[config.mk]
export PLATFORM = sky130hd
export DESIGN_NAME = mux4x2_8bits
export DESIGN_NICKNAME = d
export VERILOG_FILES = /design/src/rtl/mux4x2_8bits.sv
export SDC_FILE = /design/constraint.sdc
export NUM_CORES = 1
export LEC_CHECK = 0
export CORE_MARGIN = 2
export CORE_UTILIZATION = 53
export CTS_CLUSTER_SIZE = 8
export DETAILED_ROUTE_END_ITERATION = 7
export PLACE_DENSITY = 0.86
export SKIP_LAST_GASP = 1
export SLEW_MARGIN = 25
export SYNTH_ARGS = -nofsm -noshare
export SYNTH_HDL_FRONTEND = slang
export SYNTH_SLANG_ARGS = --single-unit
export TNS_END_PERCENT = 10
[constraint.sdc]
create_clock -name clk_2f -period 3.8 [get_ports clk_2f]
set_clock_uncertainty 0.05 [all_clocks]
set_input_delay 0.76 -clock clk_2f [delete_from_list [all_inputs] [get_ports clk_2f]]
set_output_delay 0.76 -clock clk_2f [all_outputs]
set_load 0.05 [all_outputs]
[src/rtl/mux4x2_8bits.sv]
// mux4x2_8bits: packs 4 f-rate byte lanes onto 2 lanes at 2f (lane 00: in0,in1; lane 11: in2,in3)
//   clk_2f: sole clock; reset: async active-low
//   data_in0..3 / valid_in0..3: slow lanes, held for two clk_2f cycles
//   data_out00/11, valid_out00/11: fast lanes; phase_out 0 = lanes 0/2, 1 = lanes 1/3
module mux4x2_8bits #(
  parameter int BW = 8,
  parameter bit ZERO_INVALID = 1
) (
  input  logic          clk_2f,
  input  logic          reset,
  input  logic [BW-1:0] data_in0,
  input  logic [BW-1:0] data_in1,
  input  logic [BW-1:0] data_in2,
  input  logic [BW-1:0] data_in3,
  input  logic          valid_in0,
  input  logic          valid_in1,
  input  logic          valid_in2,
  input  logic          valid_in3,
  output logic [BW-1:0] data_out00,
  output logic [BW-1:0] data_out11,
  output logic          valid_out00,
  output logic          valid_out11,
  output logic          phase_out
);
  typedef enum logic {CAPTURE, EMIT1} state_t;
  state_t state;
  logic [1:0] sync;
  logic [3:0][BW:0] hold;
  logic [BW:0] out00, out11;
  // words are {data, valid}; invalid words lose their data when ZERO_INVALID is set
  function automatic logic [BW:0] gate(input logic [BW:0] w);
    return (ZERO_INVALID && !w[0]) ? '0 : w;
  endfunction
  assign {data_out00, valid_out00} = out00;
  assign {data_out11, valid_out11} = out11;
  // sync[1] is the release-synchronised run enable; first running edge is a CAPTURE
  always_ff @(posedge clk_2f or negedge reset) begin
    if (!reset) begin
      sync <= '0;
      state <= CAPTURE;
      hold <= '0;
      out00 <= '0;
      out11 <= '0;
      phase_out <= 1'b0;
    end else begin
      sync <= {sync[0], 1'b1};
      if (sync[1]) begin
        if (state == CAPTURE) begin
          hold <= {{data_in3, valid_in3}, {data_in2, valid_in2}, {data_in1, valid_in1}, {data_in0, valid_in0}};
          out00 <= gate(hold[1]);
          out11 <= gate(hold[3]);
          phase_out <= 1'b1;
          state <= EMIT1;
        end else begin
          out00 <= gate(hold[0]);
          out11 <= gate(hold[2]);
          phase_out <= 1'b0;
          state <= CAPTURE;
        end
      end
    end
  end
endmodule

=== Word-level counts from Yosys, hierarchy flattened ===
Index checks and enable logic that the tools add are counted.

* Multipliers: 0
* Add/subtract/negate cells: 0
* Order comparisons: 0
* Div/mod/pow operators: 0
* Bitwise logic cells: 1
* Equal/unequal tests: 0
* Reduce and logical (&&, ||, !) cells: 1
* Shift-type cells: 0
* Mux-type cells: 7

{| class="wikitable"
|+ Operator list
! kind !! count
|-
| $mux W9 || 6
|-
| $reduce_and A2 Y1 || 1
|-
| $mux W1 || 1
|-
| $not A1 Y1 || 1
|}

* Bits in read-only memories: 0
* Bits in registers: 57
* Bits of input ports: 38
* Latch bits: 0
* Output and inout bits: 19
* Bits in writable memories: 0
* Word-level logic and storage cells: 17
* Memories kept: 0

=== Logic depth before layout (Yosys ltp) ===
* Word-level depth: 2
* Depth in mapped cells: 5
* Depth with buffers taken out: 2

=== Least setup slack after synthesis ===
Ideal clock, no wire load.

* Path kind: reg-to-reg
* Start: register state
* End: register hold[0] (netlist name)
* Setup time: 0.125 ns
* Setup slack: 2.168 ns
* Arrival: 1.456 ns
* Period minus slack after synthesis: 1.632 ns
* Required time: 3.625 ns
* Cell stages (with the launch flop): 6
* Path buffers: 3
* Cells stage by stage: dfrtp_1 -> buf_6 -> nor2b_4 -> buf_6 -> buf_12 -> mux2_4

* Word-level cells in the longest chain between the ends: 2

{| class="wikitable"
|+ Ends and longest elaborated chain
! item !! RTL line !! RTL
|-
| start: declaration || 26 || <nowiki>state_t state;</nowiki>
|-
| start signal: assignment || 40 || <nowiki>state <= CAPTURE;</nowiki>
|-
| start signal: assignment || 53 || <nowiki>state <= EMIT1;</nowiki>
|-
| start signal: assignment || 58 || <nowiki>state <= CAPTURE;</nowiki>
|-
| $not A1 Y1 (no line) || - ||
|-
| $reduce_and A2 Y1 (no line) || - ||
|-
| end signal: assignment || 49 || <nowiki>hold <= {{data_in3, valid_in3}, {data_in2, valid_in2}, {data_in1, valid_in1}, {data_in0, valid_in0}};</nowiki>
|-
| end: declaration || 28 || <nowiki>logic [3:0][BW:0] hold;</nowiki>
|}

No other way between the ends.
A chain may end at the register's enable or synchronous reset.

==> flow_summary.json <==
{
  "status": "completed",
  "grt_pass1_vias": 1527,
  "avgViaCountPerCell": 5.475,
  "path_buf_inv": 1,
  "yosysWarnings": 0,
  "finalHoldViolCount": 0,
  "comb_power_share_pct": 38.5,
  "syn_inst": 149,
  "track_usage_pct": 20.50,
  "drive_gt1_share_pct": 25.84,
  "crit_fanout": 9,
  "die_area_sq_mm": 0.005132,
  "layout_common_cells": "57 x dfrtp_1, 55 x clkdlybuf4s50_1, 30 x mux2_4",
  "synth_xor_area_share_pct": 0.3612,
  "p_leak_nw": 1.404,
  "antenna_cells": 0,
  "die_h_microns": 71.64,
  "fin_nets": 244,
  "hpwl_mm": 3.118,
  "cts_resized": 0,
  "final_antenna_net_count": 0,
  "start_util_pct": 55.31,
  "seqPwrFrac_pct": 39.8,
  "gr-total-overflow": 0,
  "io_pins": 57,
  "synth_top_family_by_area": "multiplexers",
  "max-cap-violations": 0,
  "grt_pass1_wl_mm": 7.748,
  "path_delay_family": "buffers and inverters",
  "syn2layout_area_growth_pct": 29.05,
  "fin_setup_tns_ps": 0,
  "crit_slowest_cell": "clkdlybuf4s50_1",
  "synth_cell_type_count": 17,
  "ir_worst_vdd_uv": 440.9,
  "cts_setup_buffers": 0,
  "cts_tree": "built",
  "synthSimpleGateAreaFrac_pct": 6.347,
  "netlist_area_sq_mm": 0.002425,
  "final.period_utilization_pct": 67.75,
  "syn-num-nets": 187,
  "cts_inserted_buffers": 9,
  "fmax_ghz": 0.3884,
  "slew_violations": 0,
  "clk_pin_slew_worst_paths_ps": 60,
  "power_frac_clock_pct": 21.7,
  "gp_congestion": 0.7556,
  "cts-root-buf": "clkbuf_8",
  "coreArea_sq_mm": 0.004384,
  "max_stage_delay_ps": 880,
  "via_count": 1429,
  "syn_avg_cell_area_sq_um": 16.27,
  "clk_path_buf_depth": 2,
  "synth_mux_area_share_pct": 22.19,
  "antenna_found_initial": 0,
  "wl_per_cell_microns": 18.04,
  "die_x_microns": 71.64,
  "tightest_slew_ps": 813.1,
  "drtPass1Iterations": 4,
  "critical_path_class": "flip-flop to primary output",
  "p_sw_mw": 0.9077,
  "crit_arrival_ps": 1760,
  "first_iter_violations": 69,
  "synth_compound_area_share_pct": 7.018,
  "holdBufCountCts": 0,
  "finalWirelength_mm": 4.709,
  "portBuffers": 56,
  "internal_power_mw": 1.789,
  "start_kind": "flip-flop",
  "num_rows": 24,
  "yosysSeqAreaShare_pct": 58.82,
  "numClockSinks": 57,
  "cp_data_required_time_ps": 2990,
  "endpoint_kind": "primary output",
  "slew_headroom_pct": 45.79,
  "ys_ff_latch": 57,
  "finalSetupViolCount": 0,
  "crit_chain": "clkdlybuf4s50_1",
  "drc": 0,
  "worstHoldPathType": "flip-flop to flip-flop",
  "final_common_cell": "dfrtp_1",
  "post-route-min-period_ps": 2574,
  "synthAdderAreaFrac_pct": 0,
  "switching_share_pct": 33.66,
  "h-tree-depth": 3,
  "power.total_mw": 2.697,
  "rsz0062_at_grt": "false",
  "regToRegSetupSlack_ps": 1290,
  "powerDensity_mw_per_mm2": 861.9,
  "clk_latency_ps": 340,
  "grt_max_degree": 58
}
==> metrics by stage <==
stage          hold slack (ps)  utilization, %  worst slack, ps  cell area [sq um]  instances
5_1_grt                  312.1           71.38             1111               3129        261
3_3_place_gp             282.9           66.81             1415               2929        247
6_report                 310.0           71.38             1226               3129        261
3_5_place_dp             298.5           66.87             1296               2932        247
2_1_floorplan            281.2               -             2169               2425        149
4_1_cts                  313.6           71.38             1197               3129        261
==> Yosys cell counts (all sizes together) <==
cell type | count | area [sq um]
nor2 | 2 | 7.510
clkbuf | 1 | 3.750
a21oi | 2 | 10.01
and3b | 2 | 17.52
dfrtp | 57 | 1426
mux2 | 36 | 518.0
mux2i | 2 | 20.02
xor2 | 1 | 8.760
buf | 10 | 120.1
and3 | 2 | 15.01
conb | 1 | 3.750
nor2b | 17 | 113.9
a221o | 16 | 160.2
==> power by group through the flow <==
stage                     combinational, mW  sequential [mW]  clock, mW
after detailed placement               1.04             1.07          0
after global placement                 1.01             1.06          0
after global routing                   1.10             1.10      0.629
final                                  1.04             1.07      0.585
after floorplan                       0.596             1.27          0
after CTS                              1.05             1.07      0.601
==> worst paths after layout <==
path / start / to / depth (start not counted)
worst max-delay path: state / phase_out / 1
max in group asynchronous: reset / out00[5] / 1
worst max register to register: sync[1] / hold[2] / 3
worst min-delay path: sync[0] / sync[1] / 0
min in group asynchronous: reset / hold[10] / 1
worst min register to register: sync[0] / sync[1] / 0
==> routing by layer <==
layer	global-route usage, %	vias up	share of wire [%]
met5	0	-	0
li1	-	644	-
met3	10.41	7	8.5
met4	5.660	0	1.0
met2	28.91	52	46
met1	28.17	726	44
==> area by class of cell <==
cell class,count,area [sq um]
flip-flops and latches,57,1426
clock inverters,4,70.07
repair buffers,57,565.5
well taps,52,65.06
multi-input cells,81,874.6
fillers,284,1255
clock buffers,10,127.6
==> kinds of logic (layout without fill, tap and decap cells) <==
kind of cell / after synthesis / after routing
AND/OR/NAND/NOR: 23 / 23
XOR/XNOR: 1 / 1
multiplexers: 38 / 38
other: 1 / 1
flip-flops: 57 / 57
AO/OA/AOI/OAI: 18 / 18
buffers and inverters: 11 / 71
==> registers in the layout, summed over array words and instances (netlist names) <==
signal / count
hold: 36
out00: 9
state: 1
sync: 2
out11: 9
Power figures use the tool's default switching activity.
